## src/rtl/decode_issue.sv

```systemverilog
// Decode/issue stage: accepts one instruction, issues it to an external ALU,
// and writes the registered ALU result back to a local register file.
// The sequence IDLE -> ISSUE -> WB gives one instruction per three cycles.
module decode_issue #(
    parameter int unsigned DW   = 64,
    parameter int unsigned NREG = 32
) (
    input  logic          c,
    input  logic          rst,
    input  logic [31:0]   in_instr,
    input  logic          in_valid,
    output logic          in_ready,
    output logic [DW-1:0] alu_a,
    output logic [DW-1:0] alu_b,
    output logic [7:0]    alu_op,
    output logic          alu_go,
    input  logic [DW-1:0] alu_out,
    output logic          done,
    output logic          err,
    input  logic [4:0]    dbg_addr,
    output logic [DW-1:0] dbg_data
);

    typedef enum logic [1:0] {StIdle, StIssue, StWb} state_e;

    state_e        state_q, state_d;
    logic [31:0]   instr_q;
    logic [DW-1:0] rf_q [NREG];

    // Fields of the latched instruction
    logic [7:0] op;
    logic [4:0] rd, rs1, rs2;
    logic       imm_sel;
    logic [7:0] imm;

    assign op      = instr_q[31:24];
    assign rd      = instr_q[23:19];
    assign rs1     = instr_q[18:14];
    assign rs2     = instr_q[13:9];
    assign imm_sel = instr_q[8];
    assign imm     = instr_q[7:0];

    logic          legal;
    logic          wr_en;
    logic [DW-1:0] rs1_val, rs2_val, imm_ext;

    // 0x00-0x0F are ALU ops; 0x80 is a noop that retires without writing
    assign legal = (op[7:4] == 4'h0) || (op == 8'h80);

    assign wr_en = (state_q == StWb) && legal && (op != 8'h80) &&
                   (rd != 5'd0) && (32'(rd) < NREG);

    // Register 0 and addresses beyond NREG read as zero
    assign rs1_val  = (rs1 != 5'd0 && 32'(rs1) < NREG) ? rf_q[rs1] : '0;
    assign rs2_val  = (rs2 != 5'd0 && 32'(rs2) < NREG) ? rf_q[rs2] : '0;
    assign dbg_data = (dbg_addr != 5'd0 && 32'(dbg_addr) < NREG) ? rf_q[dbg_addr] : '0;
    assign imm_ext  = {{(DW-8){1'b0}}, imm};

    // State register
    always_ff @(posedge c or posedge rst) begin
        if (rst) begin
            state_q <= StIdle;
        end else begin
            state_q <= state_d;
        end
    end

    // Latch the instruction on an accepted handshake
    always_ff @(posedge c or posedge rst) begin
        if (rst) begin
            instr_q <= '0;
        end else if (state_q == StIdle && in_valid) begin
            instr_q <= in_instr;
        end
    end

    // Register file; writeback lands at the edge that closes WB, so the next
    // instruction's ISSUE already sees it
    always_ff @(posedge c or posedge rst) begin
        if (rst) begin
            for (int i = 0; i < int'(NREG); i++) begin
                rf_q[i] <= '0;
            end
        end else if (wr_en) begin
            rf_q[rd] <= alu_out;
        end
    end

    // Next-state and registered-state-decoded outputs
    always_comb begin
        state_d  = state_q;
        in_ready = 1'b0;
        alu_go   = 1'b0;
        alu_a    = '0;
        alu_b    = '0;
        alu_op   = '0;
        done     = 1'b0;
        err      = 1'b0;
        unique case (state_q)
            StIdle: begin
                in_ready = 1'b1;
                if (in_valid) begin
                    state_d = StIssue;
                end
            end
            StIssue: begin
                alu_go  = 1'b1;
                alu_op  = op;
                alu_a   = rs1_val;
                alu_b   = imm_sel ? imm_ext : rs2_val;
                state_d = StWb;
            end
            StWb: begin
                done    = 1'b1;
                err     = ~legal;
                state_d = StIdle;
            end
            default: begin
                state_d = StIdle;
            end
        endcase
    end

endmodule
```

## config.mk

```make
export PLATFORM = sky130hd
export DESIGN_NAME = decode_issue
export DESIGN_NICKNAME = d
export VERILOG_FILES = /design/src/rtl/decode_issue.sv
export SDC_FILE = /design/constraint.sdc
export NUM_CORES = 2
export LEC_CHECK = 0
export BUFFER_PORTS_ARGS = -buffer_cell sky130_fd_sc_hd__buf_2
export CORE_UTILIZATION = 55
export DETAILED_ROUTE_END_ITERATION = 8
export HOLD_SLACK_MARGIN = 0.08
export PLACE_DENSITY = 0.76
export SYNTH_ARGS = -nofsm -noshare
export SYNTH_HDL_FRONTEND = slang
export SYNTH_SLANG_ARGS = --single-unit
```

## constraint.sdc

```tcl
create_clock -name c -period 78.7 [get_ports c]
set_clock_uncertainty 0.05 [all_clocks]
set_input_delay 15.74 -clock c [delete_from_list [all_inputs] [get_ports c]]
set_output_delay 15.74 -clock c [all_outputs]
set_load 0.01 [all_outputs]
```

# == Word level (Yosys, flattened, before mapping) ==
# Cells that the tools add are included.
# W data, S select, Z words.
# word_totals
elab_cells,86
regBits,2082
output_inout_bits,204
# classes
reduce_logical,12
muxes,25
eq_ne,5
n_lt_le_gt_ge,5
bitwise_logic,5
# op_table
cell,n
$bwmux W2048,1
$bmux W64 S5,3
$mux W64,13
$demux W64 S5,1
$ge A6 B6 Y1 const B,4
$not A5 Y6,4
$reduce_bool A5 Y1,4
$eq A8 B8 Y1 const B,1
$mux W8,1
$ne A8 B8 Y1 const B,1
$lt A6 B1 Y1 const B,1
$logic_and A1 B1 Y1,5
$logic_not A4 Y1,1
$mux W1,4
$pmux W2 S2,1
$eq A2 B1 Y1 const B,1
$eq A2 B2 Y1 const B,1
$logic_not A2 Y1,1
$mux W2,1
$ne A2 B2 Y1 const B,1
$logic_or A1 B1 Y1,1
$not A1 Y1,1

# == Logic depth before layout (Yosys ltp) ==
# logic_depth
depth_word,7
mapped_depth,9
depth_no_buf,5

# == Worst setup path before layout ==
# OpenSTA, ideal clock, no wires.
# synth_timing
path_type,input to output
from,input port dbg_addr[0]
to,output port dbg_data[30]
t_required_ps,62910
cell_stages,7
arrival_ps,17764
slack_ps,45146
cell_sequence,buf_2 clkbuf_1 buf_1 mux4_2 mux2i_1 o22ai_1 or2_2
# synth_between
elab_chain_len,5
elab_cells_between_ends,6
cone_classes,4 x mux; 1 x bitwise; 1 x reduce/logical
# synth_lines
element,line,rtl
start: declaration,20,"input logic [4:0] dbg_addr,"
$not A5 Y6 (not written as such),56,assign dbg_data = (dbg_addr != 5'd0 && 32'(dbg_addr) < NREG) ? rf_q[dbg_addr] : '0;
$bmux W64 S5,56,
$mux W64 (not written as such) (2 in series),56,
$mux W64 *,56,
end: declaration,21,output logic [DW-1:0] dbg_data
# Mark *: on every way between the ends. The rest lies on a longest branch, timed or not. The select of a mux whose other input is x is not followed.

# == Worst setup path after layout ==
# layout_timing
from,input port dbg_addr[0]
to,output port dbg_data[53]
# The elaborated chain is that of the path after synthesis.

==> impl_metrics.env <==
export IMPL_status="completed"
export IMPL_num_vias=82993
export IMPL_p_comb_share_pct=29.2
export IMPL_grt_usage_pct=35.6
export IMPL_drc=0
export IMPL_p_leak_nw=56.7
export IMPL_grt_pass1_wl_um=595000
export IMPL_yosysSeqAreaShare_pct=41.5
export IMPL_powerDensity_nw_per_um2=24.0
export IMPL_syn_avg_cell_area_sq_um=15.6
export IMPL_die_w_um=480
export IMPL_worst_pin_slew_ps=1340
export IMPL_synth_edf_count=0
export IMPL_cts_tree="yes"
export IMPL_port_buffers=307
export IMPL_hold_viol_final=0
export IMPL_min_delay_worst_endpoint="rf_q[2026]"
export IMPL_dieArea_sq_um=230000
export IMPL_fin_setup_tns_ps=0
export IMPL_p_int_mw=2.25
export IMPL_wire_per_inst_um=37.3
export IMPL_rows=174
export IMPL_max_clock_path_buffers=3
export IMPL_seq_power_share_pct=37.6
export IMPL_max_freq_mhz=27.2
export IMPL_cts_repair_resized=0
export IMPL_synth_seq_cells=2082
export IMPL_synth_area_top_cells="dfrtp_1 42%, mux4_2 27%, mux2_2 18%, mux2i_1 6.2%, clkbuf_1 1.7%"
export IMPL_synthDominantCellAreaShare_pct=41.5
export IMPL_netlist_area_sq_um=125000
export IMPL_drt_initial_drc_count=10051
export IMPL_critPathRequiredTime_ps=62910
export IMPL_drv_slew=0
export IMPL_slew_headroom_pct=10.7
export IMPL_synthCells=8020
export IMPL_crit_fanout=102
export IMPL_r2r_cells=6
export IMPL_async_reset_ff_share_pct=100
export IMPL_max_stage_delay_ps=840
export IMPL_min_path_cells=0
export IMPL_cts_sinks=2082
export IMPL_hp_start="rf_q[2026]"
export IMPL_core_sq_um=226000
export IMPL_peakVddDrop_uv=23.4
export IMPL_viasPerCell=7.60
export IMPL_worst_r2r_startpoint="state_q[1]"
export IMPL_r2r_end="rf_q[280]"
export IMPL_worstPathCellList="buf_8, buf_4, buf_4, buf_12, buf_4, mux4_2, mux2i_1, o22ai_1, or2_2, buf_2"
export IMPL_drt_wl_total_um=407000
export IMPL_clk_latency_ps=890
export IMPL_slowest_stage="buf_4"
export IMPL_cp_start_kind="input port"
export IMPL_synth_most_common_cell="dfrtp_1"
export IMPL_post_route_util_pct=60.3
export IMPL_dr_pass1_iters=7
export IMPL_setup_viol=0
export IMPL_netSwitchingFraction_pct=31.2
export IMPL_reg2reg_setup_slack_ps=73440
export IMPL_synth_ff_type="dfrtp_1"
export IMPL_gp_congestion=0.848
export IMPL_postRouteAntennaNets=0
export IMPL_switchingPower_mw=1.02
export IMPL_dpl_hpwl_um=223000
export IMPL_synthToLayoutAreaGrowth_pct=8.46
export IMPL_antenna_found_initial=43
export IMPL_grt_ovfl_total=0
export IMPL_ys_warn_count=0
export IMPL_fillCellCount=16618
export IMPL_grt_pass1_vias=84991
export IMPL_ys_types=53
export IMPL_drive_above_1_share_pct=55.8
export IMPL_top_level_ports=308
export IMPL_synth_common_cells="2082 x dfrtp_1, 1988 x mux2_2, 1502 x mux4_2, 781 x mux2i_1, 560 x clkbuf_1"
export IMPL_post_cts_setup_buffers=0
export IMPL_fin_crit_ps=36800
export IMPL_crit_arrival_ps=21010
export IMPL_rsz0062_at_grt="false"
export IMPL_cts_clk_slew_worst_paths_ps=70
export IMPL_cap_violations=0
export IMPL_yosys_area_top_type="dfrtp_1"
export IMPL_holdWs_ps=351
export IMPL_hold_path_class="reg2reg"
export IMPL_cp_end_kind="primary output"
export IMPL_cts_made_buffers=222
export IMPL_syn_nets=8124
export IMPL_p_clk_share_pct=33.2
export IMPL_power_mw=3.27
export IMPL_cts_max_level=4
export IMPL_start_util_pct=55.6
export IMPL_final_nets=7832
export IMPL_grt_max_degree=183
export IMPL_path_class="in2out"
export IMPL_cts_hold_buf=0
export IMPL_root_buffer="clkbuf_16"
export IMPL_crit_path_frequent_cell="buf_4"
export IMPL_fin_crit_sh_pct=46.8
export IMPL_die_h_um=480
[cell type report]
cell class	instances	area, sq um	area share (%)
clock buffer	336	6660	4.89
clock inverter	68	857	0.630
tap	2992	3740	2.75
inverter	5	26.3	0.0193
multi-input combinational	4945	69600	51.2
timing repair buffer	472	2940	2.16
antenna	18	45.0	0.0331
sequential	2082	52100	38.3
[flip-flops by register name (all words and copies together), names as in the netlist]
signal	flops
rf_q	2048
instr_q	32
state_q	2
[how the worst max path moves through the flow]
stage	start	endpoint	slack, ps
after floorplan	rst	instr_q[0]	4100
after global placement	dbg_addr[0]	dbg_data[53]	41850
after detailed placement	dbg_addr[0]	dbg_data[53]	41820
after CTS	dbg_addr[0]	dbg_data[53]	41820
after global routing	dbg_addr[0]	dbg_data[53]	41530
final	dbg_addr[0]	dbg_data[53]	41900
[cell usage in the layout (no fill, tap or decap), drive strengths merged, types with 15 or more instances in the layout]
cell type	count
o21ai	37
clkbuf	337
buf	471
mux4	1502
dfrtp	2082
mux2i	781
or2	31
a21oi	16
o22a	146
clkinv	38
o22ai	64
mux2	2016
a22oi	26
diode	18
o221ai	146
nand2	40
bufinv	15
[power groups by stage]
stage          Combinational [mW]  Sequential (mW)  Clock [mW]
2_1_floorplan               0.735             1.20           0
3_3_place_gp                0.933             1.24           0
3_5_place_dp                0.946             1.24           0
4_1_cts                     0.949             1.22        1.10
5_1_grt                     0.999             1.24        1.14
6_report                    0.955             1.23        1.09
[worst max-delay path, delay by kind of cell]
kind,cells,cell delay [ps]
buf+inv,6,3520
mux,2,760
simple gates,1,400
compound gates,1,90
[through the flow]
step	setup WS (ps)	cells	area, sq um
floorplan	4100	8020	125000
global placement	41850	10496	128000
detailed placement	41820	10496	128000
CTS	41820	10900	136000
global route	41530	10909	136000
finish	41900	10918	136000
[cells by family after synthesis]
kind of cell,after synthesis,share of synthesized area (%)
AOI/OAI and AO/OA,485,3.06
buffers and inverters,993,3.29
DFF,2082,41.5
muxes,4299,51.3
and+or+nand+nor,161,0.802
[per-layer routing]
| metal | up-vias | track usage (%) | wire length, um |
|---|---|---|---|
| met4 | 38 | 19.0 | 24200 |
| met1 | 44379 | 46.0 | 146000 |
| met3 | 1262 | 9.67 | 46800 |
| met5 | - | 0 | 260 |
| met2 | 5586 | 55.0 | 190000 |
| li1 | 31728 | - | - |
No activity file was read; power rests on OpenSTA's default activity.
